--- config.mk ---
export PLATFORM = sky130hd
export DESIGN_NAME = iq_phase_extractor
export DESIGN_NICKNAME = d
export VERILOG_FILES = /design/src/rtl/iq_pkg.sv /design/src/rtl/iq_cordic_stage.sv /design/src/rtl/iq_phase_extractor.sv
export SDC_FILE = /design/constraint.sdc
export NUM_CORES = 1
export LEC_CHECK = 0
export CORE_ASPECT_RATIO = 2
export CORE_UTILIZATION = 40
export CTS_BUF_LIST = sky130_fd_sc_hd__clkbuf_8
export DETAILED_ROUTE_END_ITERATION = 10
export SYNTH_ARGS = -nofsm -noshare
export SYNTH_HDL_FRONTEND = slang
export SYNTH_SLANG_ARGS = --single-unit
--- constraint.sdc ---
create_clock -name i_clk -period 12.05 [get_ports i_clk]
set_input_delay 2.41 -clock i_clk [delete_from_list [all_inputs] [get_ports i_clk]]
set_output_delay 2.41 -clock i_clk [all_outputs]
set_load 0.1 [all_outputs]
--- src/rtl/iq_pkg.sv ---
// Shared definitions for the IQ phase extractor: FSM states, guard widths
// and the CORDIC arctangent table.
package iq_pkg;

    typedef enum logic [1:0] {
        ST_IDLE = 2'd0,
        ST_FOLD = 2'd1,
        ST_ITER = 2'd2,
        ST_DONE = 2'd3
    } iq_state_t;

    // Extra integer bits on I/Q (CORDIC growth) and fractional bits on phase.
    localparam int XY_GUARD = 2;
    localparam int PH_GUARD = 4;
    localparam int ATAN_N   = 16;

    // atan(2^-k) with a full turn = 2^32, truncated to zw bits with rounding.
    function automatic logic [31:0] atan_scaled(input int k, input int zw);
        logic [31:0] t;
        case (k)
            0:       t = 32'h2000_0000;
            1:       t = 32'h12E4_051E;
            2:       t = 32'h09FB_385B;
            3:       t = 32'h0511_11D4;
            4:       t = 32'h028B_0D43;
            5:       t = 32'h0145_D7E1;
            6:       t = 32'h00A2_F61E;
            7:       t = 32'h0051_7C55;
            8:       t = 32'h0028_BE53;
            9:       t = 32'h0014_5F2F;
            10:      t = 32'h000A_2F98;
            11:      t = 32'h0005_17CC;
            12:      t = 32'h0002_8BE6;
            13:      t = 32'h0001_45F3;
            14:      t = 32'h0000_A2FA;
            15:      t = 32'h0000_517D;
            default: t = 32'h0000_0000;
        endcase
        t = t + (32'd1 << (31 - zw));
        return t >> (32 - zw);
    endfunction

endpackage

--- src/rtl/iq_cordic_stage.sv ---
// One CORDIC vectoring micro-rotation: steers y toward zero and accumulates
// the rotated angle into z.
module iq_cordic_stage
    import iq_pkg::*;
#(
    parameter int XW = 19,
    parameter int ZW = 16,
    parameter int KW = 4
) (
    input  logic signed [XW-1:0] x,
    input  logic signed [XW-1:0] y,
    input  logic        [ZW-1:0] z,
    input  logic        [KW-1:0] k,
    output logic signed [XW-1:0] x_n,
    output logic signed [XW-1:0] y_n,
    output logic        [ZW-1:0] z_n
);

    logic signed [XW-1:0] xs;
    logic signed [XW-1:0] ys;
    logic        [31:0]   a32;
    logic        [ZW-1:0] a;

    always_comb begin
        xs  = x >>> k;
        ys  = y >>> k;
        a32 = atan_scaled(int'(k), ZW);
        a   = a32[ZW-1:0];
        if (y[XW-1]) begin
            x_n = x - ys;
            y_n = y + xs;
            z_n = z - a;
        end else begin
            x_n = x + ys;
            y_n = y - xs;
            z_n = z + a;
        end
    end

endmodule

--- src/rtl/iq_phase_extractor.sv ---
// Iterative CORDIC atan2/magnitude of an I/Q pair, one micro-rotation per i_ce.
// Define IQ_PHASE_MAG_EN to drive o_mag with the final CORDIC |X|; otherwise o_mag is 0.
module iq_phase_extractor
    import iq_pkg::*;
#(
    parameter int OW = 16,
    parameter int PW = 12
) (
    input  logic              i_clk,
    input  logic              i_reset,
    input  logic              i_ce,
    input  logic              i_valid,
    input  logic signed [OW:0] i_i,
    input  logic signed [OW:0] i_q,
    output logic              o_ready,
    output logic              o_valid,
    output logic [PW-1:0]     o_phase,
    output logic [OW+1:0]     o_mag
);

    localparam int XW = OW + 1 + XY_GUARD;
    localparam int ZW = PW + PH_GUARD;
    localparam int KW = $clog2(PW);
    localparam logic [ZW-1:0] HALF_TURN = ZW'(1) << (ZW - 1);

    iq_state_t            state;
    logic signed [XW-1:0] x;
    logic signed [XW-1:0] y;
    logic        [ZW-1:0] z;
    logic        [KW-1:0] k;
    logic                 zero_in;
    logic signed [XW-1:0] x_n;
    logic signed [XW-1:0] y_n;
    logic        [ZW-1:0] z_n;
    logic                 last_iter;

    function automatic logic [PW-1:0] round_phase(input logic [ZW-1:0] zv);
        logic [ZW-1:0] t;
        t = zv + ZW'(1 << (PH_GUARD - 1));
        return t[ZW-1:PH_GUARD];
    endfunction

    iq_cordic_stage #(.XW(XW), .ZW(ZW), .KW(KW)) u_stage (
        .x  (x),
        .y  (y),
        .z  (z),
        .k  (k),
        .x_n(x_n),
        .y_n(y_n),
        .z_n(z_n)
    );

    assign o_ready   = (state == ST_IDLE) || (state == ST_DONE);
    assign o_valid   = (state == ST_DONE);
    assign last_iter = (k == KW'(PW - 1));

    always_ff @(posedge i_clk or posedge i_reset) begin
        if (i_reset) begin
            state   <= ST_IDLE;
            x       <= '0;
            y       <= '0;
            z       <= '0;
            k       <= '0;
            zero_in <= 1'b0;
            o_phase <= '0;
        end else if (i_ce) begin
            case (state)
                ST_IDLE, ST_DONE: begin
                    if (i_valid) begin
                        x       <= {{XY_GUARD{i_i[OW]}}, i_i};
                        y       <= {{XY_GUARD{i_q[OW]}}, i_q};
                        zero_in <= (i_i == '0) && (i_q == '0);
                        state   <= ST_FOLD;
                    end else begin
                        state <= ST_IDLE;
                    end
                end
                // Left half-plane is rotated by 180 degrees so CORDIC only
                // has to cover +/-90 degrees.
                ST_FOLD: begin
                    if (x[XW-1]) begin
                        x <= -x;
                        y <= -y;
                        z <= HALF_TURN;
                    end else begin
                        z <= '0;
                    end
                    k     <= '0;
                    state <= ST_ITER;
                end
                ST_ITER: begin
                    x <= x_n;
                    y <= y_n;
                    z <= z_n;
                    k <= k + 1'b1;
                    if (last_iter) begin
                        // A zero vector has no angle; report 0 instead of the
                        // sum of table entries the rotations would leave behind.
                        o_phase <= zero_in ? '0 : round_phase(z_n);
                        state   <= ST_DONE;
                    end
                end
                default: state <= ST_IDLE;
            endcase
        end
    end

`ifdef IQ_PHASE_MAG_EN
    always_ff @(posedge i_clk or posedge i_reset) begin
        if (i_reset) begin
            o_mag <= '0;
        end else if (i_ce && (state == ST_ITER) && last_iter) begin
            o_mag <= x_n[OW+1:0];
        end
    end
`else
    assign o_mag = '0;
`endif

endmodule

==> results.txt, run 1 <==
- DRT iter0 DRCs: 650
* Area growth, synth to finish: 7.890%
- Detailed placement finished with a half-perimeter wire length of 25.46 mm.
- Primary flip-flop cell chosen by synthesis mapping: sky130_fd_sc_hd__dfrtp_1
* Final setup viols: 0
* Clock tree from TritonCTS: built
- Largest net degree at the start of global routing: 74
- Global routing used 26.57% of the available tracks.
- Met3 layer wire length in the routed design: roughly 1.2 mm
- Number of antenna cells inserted: 0
- The die covers between 0.02 and 0.03 mm².
- Layout Utilization: 44.09%
* Final critical-path share of the clock period: around three fifths
* Cell area after synthesis: about 0.01 mm²
- For this configuration, the core starts out at a cell density of 40.86%.
- Wire length on met2: between 15 and 20 mm
* PortBufs: just over 50
- Final WL: approximately 33 mm
* Count of pins over their slew limit: 0
* Clk root buf: sky130_fd_sc_hd__clkbuf_8
- Gr ovfl total: 0
- Counting I/O delays and the setup requirement, the final critical path takes 7.102 ns.
- Of all flip-flops after synthesis, the portion carrying an async set or reset was 100.0%.
- Hold crit path type: reg -> reg
- Number of nets with antenna violations after routing: 0
- Initial antenna violation count: 0
- Max Fanout on Critical Path: 47
- Netlist cell types: 81
- Vias in the first global route: roughly 9200
* Fraction of layout cells with a size suffix above 1: 8.592%
- # Post-CTS Setup Buffers: 0
- The first global-routing pass estimated ~51 mm of wire.
* Clock-pin slew on the worst setup and hold paths: ~0.09 ns
- Area contributors post-synth: sky130_fd_sc_hd__dfrtp_1 (18%), sky130_fd_sc_hd__mux4_2 (9.7%), sky130_fd_sc_hd__ha_1 (8.4%)
- Die H: approximately 230 µm
* Setup clock skew after layout: 0.01656 ns
- Data arrival, critical path: approximately 7.4 ns
- The worst setup path is launched from a flip-flop.
* Ordered list of cells on the worst path: inv_1, ha_1, nor2b_1, o21ai_0, nand2_1, ha_1, or4b_2, a21oi_1, a21oi_1, xnor2_1, ha_1, o211ai_1, a21oi_1, o311ai_0, a311oi_1, a211oi_1, o21bai_1, xor2_1, nor4bb_1, xor2_1, a22o_1
- Floorplan row count: 81
- TritonCTS created 9 clock buffers.
- Post-route DRC: 0
- Total clock sinks: 73
- A synthesized cell averages approximately 8.2 µm².
- Average wire per standard cell: 21.27 µm
- For the worst setup path, the data required time is about 12 ns.
* Detailed-route wire length on metal 1: roughly 11 mm
- Type of the worst setup path: reg -> reg
- After floorplanning, the core was sized to cover 0.02453 mm².
- In this run, post-CTS repair resized a total of 0 instances.
* Master of the slowest instance on the critical path: sky130_fd_sc_hd__dfrtp_2
- Setup repair after global routing left no endpoint under its margin.
- The biggest area contributor in the post-synthesis netlist is sky130_fd_sc_hd__dfrtp_1.
- Number of vias after detailed routing: roughly 9400
* Vias per inst: 6.060
- Final hold violation count: 0
* Clock H-tree levels: 3
- The worst setup path is captured at a flip-flop.
- Number of filler instances in the final layout: about 2500
- Delay of the slowest cell on the worst path: 1.02 ns
- Slew @ Worst Pin: around 1.1 ns
* Achievable Freq: ~0.14 GHz
- EDFF count, synth: 0
- In this run the biggest area consumer among cell types represents a little under a fifth of the synthesized area.
- Quantity of hold-fixing buffers added after cts: 0
* Warnings from Yosys: 0
- The run finished with clean final reports.
- The congestion estimate from routability-driven global placement came to 0.9255.
* TritonRoute pass-1 iters: 5
* Maximum number of buffers from clock root to sink: 2
* Number of max-capacitance violations reported: 0
- The highest metal layer carrying signal wires in the routed design is met4.
* Worst-skew pair later-pin latency: between 0.4 and 0.5 ns
- Portion of the post-synthesis area used by sequential elements: 18.23%
* Number of register bits inferred by synthesis: 73
- Setup total negative slack: 0 ns
* Cell count after synthesis: ~1200
* # nets final: 1325
- Worst rel slew slack: 26.48%
- Count of pins on the block boundary: 70
- In this run the horizontal extent of the chip is 113.9 µm.
[registers in the layout, summed over array words and instances, names as in the netlist]
signal,count
state,2
x,19
z,16
k,4
o_phase,12
y,19
zero_in,1
[through the flow]
stage	hold WS [ns]	cells	setup WS [ns]	cell area, µm²
after global placement	0.4666	1538	5.246	10620
final	0.4869	1554	4.948	10810
after CTS	0.4986	1554	5.080	10810
after global routing	0.5198	1554	4.662	10810
after detailed placement	0.4786	1538	5.100	10620
after floorplan	0.4498	1242	6.092	10090
[synthesized netlist by cell type, types with 8 or more instances]
master and number:
sky130_fd_sc_hd__nand2_1 122, sky130_fd_sc_hd__nor2_1 94, sky130_fd_sc_hd__o21ai_0 93, sky130_fd_sc_hd__xnor2_1 92
sky130_fd_sc_hd__a21oi_1 78, sky130_fd_sc_hd__dfrtp_1 73, sky130_fd_sc_hd__ha_1 67, sky130_fd_sc_hd__clkbuf_1 60
sky130_fd_sc_hd__inv_1 49, sky130_fd_sc_hd__mux4_2 43, sky130_fd_sc_hd__xor2_1 37, sky130_fd_sc_hd__a22o_1 25
sky130_fd_sc_hd__nor3_1 23, sky130_fd_sc_hd__mux2i_1 21, sky130_fd_sc_hd__buf_4 19, sky130_fd_sc_hd__nor4_1 18
sky130_fd_sc_hd__nand2b_1 17, sky130_fd_sc_hd__nor2b_1 17, sky130_fd_sc_hd__mux2_2 16, sky130_fd_sc_hd__nand3_1 16
sky130_fd_sc_hd__and2_1 15, sky130_fd_sc_hd__a221o_1 14, sky130_fd_sc_hd__a221oi_1 14, sky130_fd_sc_hd__o211ai_1 13
sky130_fd_sc_hd__a31oi_1 12, sky130_fd_sc_hd__nand3b_1 12, sky130_fd_sc_hd__nand4_1 10, sky130_fd_sc_hd__a21o_1 9
sky130_fd_sc_hd__buf_1 8, sky130_fd_sc_hd__or3_1 8
[placed cells by master, fill, tap and decap left out, types with 18 or more instances in the layout]
master and count:
sky130_fd_sc_hd__mux2i_1 21, sky130_fd_sc_hd__clkdlybuf4s50_1 51, sky130_fd_sc_hd__nand2_1 122, sky130_fd_sc_hd__ha_1 67, sky130_fd_sc_hd__o21ai_0 93, sky130_fd_sc_hd__conb_1 18
sky130_fd_sc_hd__nor2_1 94, sky130_fd_sc_hd__dfrtp_1 70, sky130_fd_sc_hd__nor3_1 23, sky130_fd_sc_hd__a21oi_1 78, sky130_fd_sc_hd__xor2_1 37, sky130_fd_sc_hd__mux4_2 43
sky130_fd_sc_hd__inv_1 49, sky130_fd_sc_hd__a22o_1 25, sky130_fd_sc_hd__nor4_1 18, sky130_fd_sc_hd__xnor2_1 92
[path summary, 6_finish.rpt]
path / start / end / slack (ns) / cells after the start
min reg2reg: o_phase[0] / o_phase[0] / 0.49 / 2
min: o_phase[0] / o_phase[0] / 0.49 / 2
max in group asynchronous: i_reset / y[18] / 8.64 / 3
max reg2reg: k[1] / o_phase[11] / 4.95 / 21
min in group asynchronous: i_reset / o_phase[2] / 2.62 / 3
max: k[1] / o_phase[11] / 4.95 / 21
[area by class of cell]
| type | count | area, µm² | share of cell area [%] |
|---|---|---|---|
| tap | 332 | 415.4 | 3.842 |
| clock buffer | 9 | 123.9 | 1.146 |
| timing repair buffer | 63 | 600.6 | 5.554 |
| clock inverter | 7 | 71.32 | 0.6596 |
| sequential | 73 | 1831 | 16.93 |
| multi-input combinational | 1019 | 7579 | 70.09 |
| inverter | 51 | 192.7 | 1.782 |
[kinds of logic after synthesis]
group,count (synthesis),synth area share [%]
compound gates,335,21.84
xor+xnor,129,11.27
fa+ha+maj,70,8.964
buf+inv,150,6.792
flops,73,18.23
mux,83,13.90
other cells,1,0.03742
simple gates,384,18.98
[routing by layer]
metal  track usage (%)  up-vias
met5                 0        -
met4             23.38        0
met3             4.053      127
met2             50.01      312
met1             24.00     4543
li1                  -     4436
[critical path, delay by kind of cell (launching register included)]
kind	cells	cell delay [ns]
AO/OA/AOI/OAI	10	2.78
flip-flops	1	1.02
XOR/XNOR	3	0.51
adder cells (fa/ha/maj)	3	1.06
buffers and inverters	1	0.27
AND/OR/NAND/NOR	4	1.34
Power of run 1 is not shown: default switching activity piles up to over one toggle a cycle in this logic, so the estimate is an artifact.
==> inputs of run 2 (changes only) <==
- clock period: 12.05 -> 6.7 ns (I/O delays scaled with it)
==> run 2 against run 1 <==
  * Utilization rose by 0.22 points
  * Flip-flop and latch count did not move
  * Hold slack got worse by 0.0064 ns
==> results.txt, run 2 (synthesized netlist as in run 1, its figures left out) <==
- The global-route wire length before repair was 52.60 mm (+3.3%).
* Type of the worst setup path: reg -> reg
* Count of pins over their slew limit: 0 (unchanged)
- The min-delay analysis places its worst path in the category reg -> reg.
- Ordered list of cells on the worst path: buf_4, ha_1, mux4_2, ha_1, or4b_2, a21oi_1, a21oi_1, xnor2_1, ha_1, o211ai_1, a21oi_1, o311ai_0, buf_4, a311oi_1, a211oi_1, o21bai_1, xor2_1, nor4bb_1, xor2_1, a22o_1
- Floorplan row count: 81 (unchanged)
- The weighted congestion at the end of routability-driven global placement is 0.9182 (-0.79%).
* Clock tree from TritonCTS: built
* Final hold violation count: 0 (unchanged)
- Wire length on met2: 18.54 mm (+4.2%)
- Area growth, synth to finish: 8.427%
- Largest net degree at the start of global routing: 74 (unchanged)
- PortBufs: 51 (unchanged)
- Number of nets with antenna violations after routing: 0 (unchanged)
- The mean number of vias per cell came to 6.121 (+1.0%).
- The proportion of layout cells with a drive suffix above 1 was 9.039% (+0.45 points).
- The total of cells resized after clock tree synthesis came to 0 (unchanged).
* Detailed-route wire length on metal 1: 11.25 mm (+3.7%)
- The area of the die is 0.02573 mm² (unchanged).
- Delay of the slowest cell on the worst path: 0.63 ns (-0.39 ns)
- Startpoint of the most critical hold path: o_phase[0]
- For this design, the slowest cell found on the critical path is sky130_fd_sc_hd__or4b_2.
* Number of vias after detailed routing: 9549 (+1.4%)
- DRT iter0 DRCs: 652 (+0.31%)
- Slew @ Worst Pin: 1.093 ns (-0.01004 ns)
* # Post-CTS Setup Buffers: 0 (unchanged)
- The floorplan core area came to 0.02453 mm² (unchanged).
- The timing-limited maximum frequency came to 0.1652 GHz (+17%).
* Total clock sinks: 73 (unchanged)
* Outcome: finished clean
- Critical path launch point type: flip-flop
- Met3 layer wire length in the routed design: 1.085 mm (-11%)
- The tree is rooted in a sky130_fd_sc_hd__clkbuf_8.
- The endpoint arrival time on the critical path came to 6.36 ns (-1.05 ns).
* Setup total negative slack: 0 ns (unchanged)
- Final critical-path share of the clock period: 90.34% (+31 points)
- Die H: 225.9 µm (unchanged)
- Total CTS buffers: 9 (unchanged)
* TritonRoute pass-1 iters: 5 (unchanged)
- The count of inserted antenna diode cells is 0 (unchanged).
* Final WL: 33.71 mm (+2.0%)
* Min Clock Period, post-route: 6.053 ns (-1.049 ns)
- The overall overflow remaining after global route was 0 (unchanged).
* Launch point of the critical path: k[0]
- In this run the critical register-to-register path is launched from k[0].
- Total global-route track usage: 27.31% (+0.75 points)
- Leaving out fill and tap cells, the most frequent cells in the layout are sky130_fd_sc_hd__nand2_1 (122), sky130_fd_sc_hd__nor2_1 (94), sky130_fd_sc_hd__o21ai_0 (93).
- The required time of the critical path was 7.01 ns (-5.35 ns).
- Worst rel slew slack: 27.15% (+0.67 points)
- The detailed-route DRC error count is 0 (unchanged).
* Number of filler instances in the final layout: 2557 (+0.75%)
* Die width: 113.9 µm (unchanged)
* Average wire per standard cell: 21.61 µm (+1.6%)
- The H-tree depth came to 3 (unchanged).
- The multi-input logic area was 0.007579 mm² (unchanged).
* Maximum number of buffers from clock root to sink: 2 (unchanged)
* Count of pins on the block boundary: 70 (unchanged)
- The library cell used most frequently in the layout, excluding fill and tap cells, is sky130_fd_sc_hd__nand2_1.
- STA classifies the critical path endpoint as a flip-flop.
- Detailed-placement wirelength estimate: 26.03 mm (+2.2%)
* Largest regs: x x19, y x19, z x16
* # nets final: 1331 (+0.45%)
- The final number of setup-violating endpoints was 0 (unchanged).
* Bufs and invs on worst path: 2 (+1)
- The clock network latency to the later pin of the worst-skew pair was 0.42 ns (about the same).
- The footprint of the flip-flops and latches came to 0.001831 mm² (unchanged).
- The number of global-route vias before repair is 9452 (+3.1%).
* Number of max-capacitance violations reported: 0 (unchanged)
* Quantity of hold-fixing buffers added after cts: 0 (unchanged)
* Initial antenna violation count: 0 (unchanged)
* Max Fanout on Critical Path: 24 (-49%)
- On the critical path the largest part of the delay comes from compound AO/OA/AOI/OAI gates.
- The initial core utilization came to 40.86% (unchanged).
- Setup repair after global routing left no endpoint under its margin.
- The CTS clock-pin slew for the worst setup and hold paths was 0.11 ns (+0.02 ns).
* Top routing layer in use: met4
* Setup clock skew after layout: 0.01867 ns (+0.002109 ns)
==> run 2: cell count changes in the layout (fill, tap and decap cells not counted) <==
cell / before / now
sky130_fd_sc_hd__clkinv_2: 2 / 1
sky130_fd_sc_hd__clkbuf_8: 9 / 10
sky130_fd_sc_hd__buf_4: 12 / 18
==> run 2: final timing paths <==
check / to / slack [ns] / cells after the start
min: o_phase[0] / 0.48 / 2
max: o_phase[11] / 0.65 / 20
min reg2reg: o_phase[0] / 0.48 / 2
max in group asynchronous: y[18] / 4.36 / 3
max reg2reg: o_phase[11] / 0.65 / 20
min in group asynchronous: z[8] / 1.56 / 3
==> run 2: worst reg2reg max path, cell delays in order (launching register included) <==
cell and delay [ns]:
sky130_fd_sc_hd__dfrtp_2 0.41, sky130_fd_sc_hd__buf_4 0.23, sky130_fd_sc_hd__ha_1 0.35, sky130_fd_sc_hd__mux4_2 0.52, sky130_fd_sc_hd__ha_1 0.35, sky130_fd_sc_hd__or4b_2 0.63
sky130_fd_sc_hd__a21oi_1 0.38, sky130_fd_sc_hd__a21oi_1 0.14, sky130_fd_sc_hd__xnor2_1 0.15, sky130_fd_sc_hd__ha_1 0.34, sky130_fd_sc_hd__o211ai_1 0.09, sky130_fd_sc_hd__a21oi_1 0.27
sky130_fd_sc_hd__o311ai_0 0.18, sky130_fd_sc_hd__buf_4 0.19, sky130_fd_sc_hd__a311oi_1 0.41, sky130_fd_sc_hd__a211oi_1 0.15, sky130_fd_sc_hd__o21bai_1 0.17, sky130_fd_sc_hd__xor2_1 0.27
sky130_fd_sc_hd__nor4bb_1 0.37, sky130_fd_sc_hd__xor2_1 0.12, sky130_fd_sc_hd__a22o_1 0.20
==> run 2: area by class of cell <==
class	count	area share, %
timing repair buffer	69	5.941
clock inverter	6	0.6102
tap	332	3.823
sequential	73	16.85
inverter	51	1.773
clock buffer	10	1.267
multi-input combinational	1019	69.74
==> run 2: layer usage <==
| layer | track usage, % | vias up |
|---|---|---|
| li1 | - | 4449 |
| met1 | 25.50 | 4602 |
| met2 | 52.24 | 345 |
| met3 | 3.382 | 153 |
| met4 | 21.45 | 0 |
| met5 | 0 | - |
==> run 2: through the flow <==
stage	std cells	instance area (µm²)	utilization (%)	setup slack (ns)	hold WS [ns]
2_1_floorplan	1242	10090	-	0.7420	0.4498
3_3_place_gp	1544	10660	43.48	0.7072	0.4688
3_5_place_dp	1544	10660	43.48	0.7080	0.4721
4_1_cts	1560	10870	44.31	0.6506	0.4925
5_1_grt	1560	10870	44.31	0.09510	0.5114
6_report	1560	10870	44.31	0.6474	0.4805
Power of run 2 is left out for the same reason.
==> inputs of run 3 (changes only) <==
- CTS_CLUSTER_DIAMETER: not set -> 60
==> results of run 3 <==
The final DEF is identical to that of run 2; final timing and power are the same.
Power of run 3 is left out for the same reason.
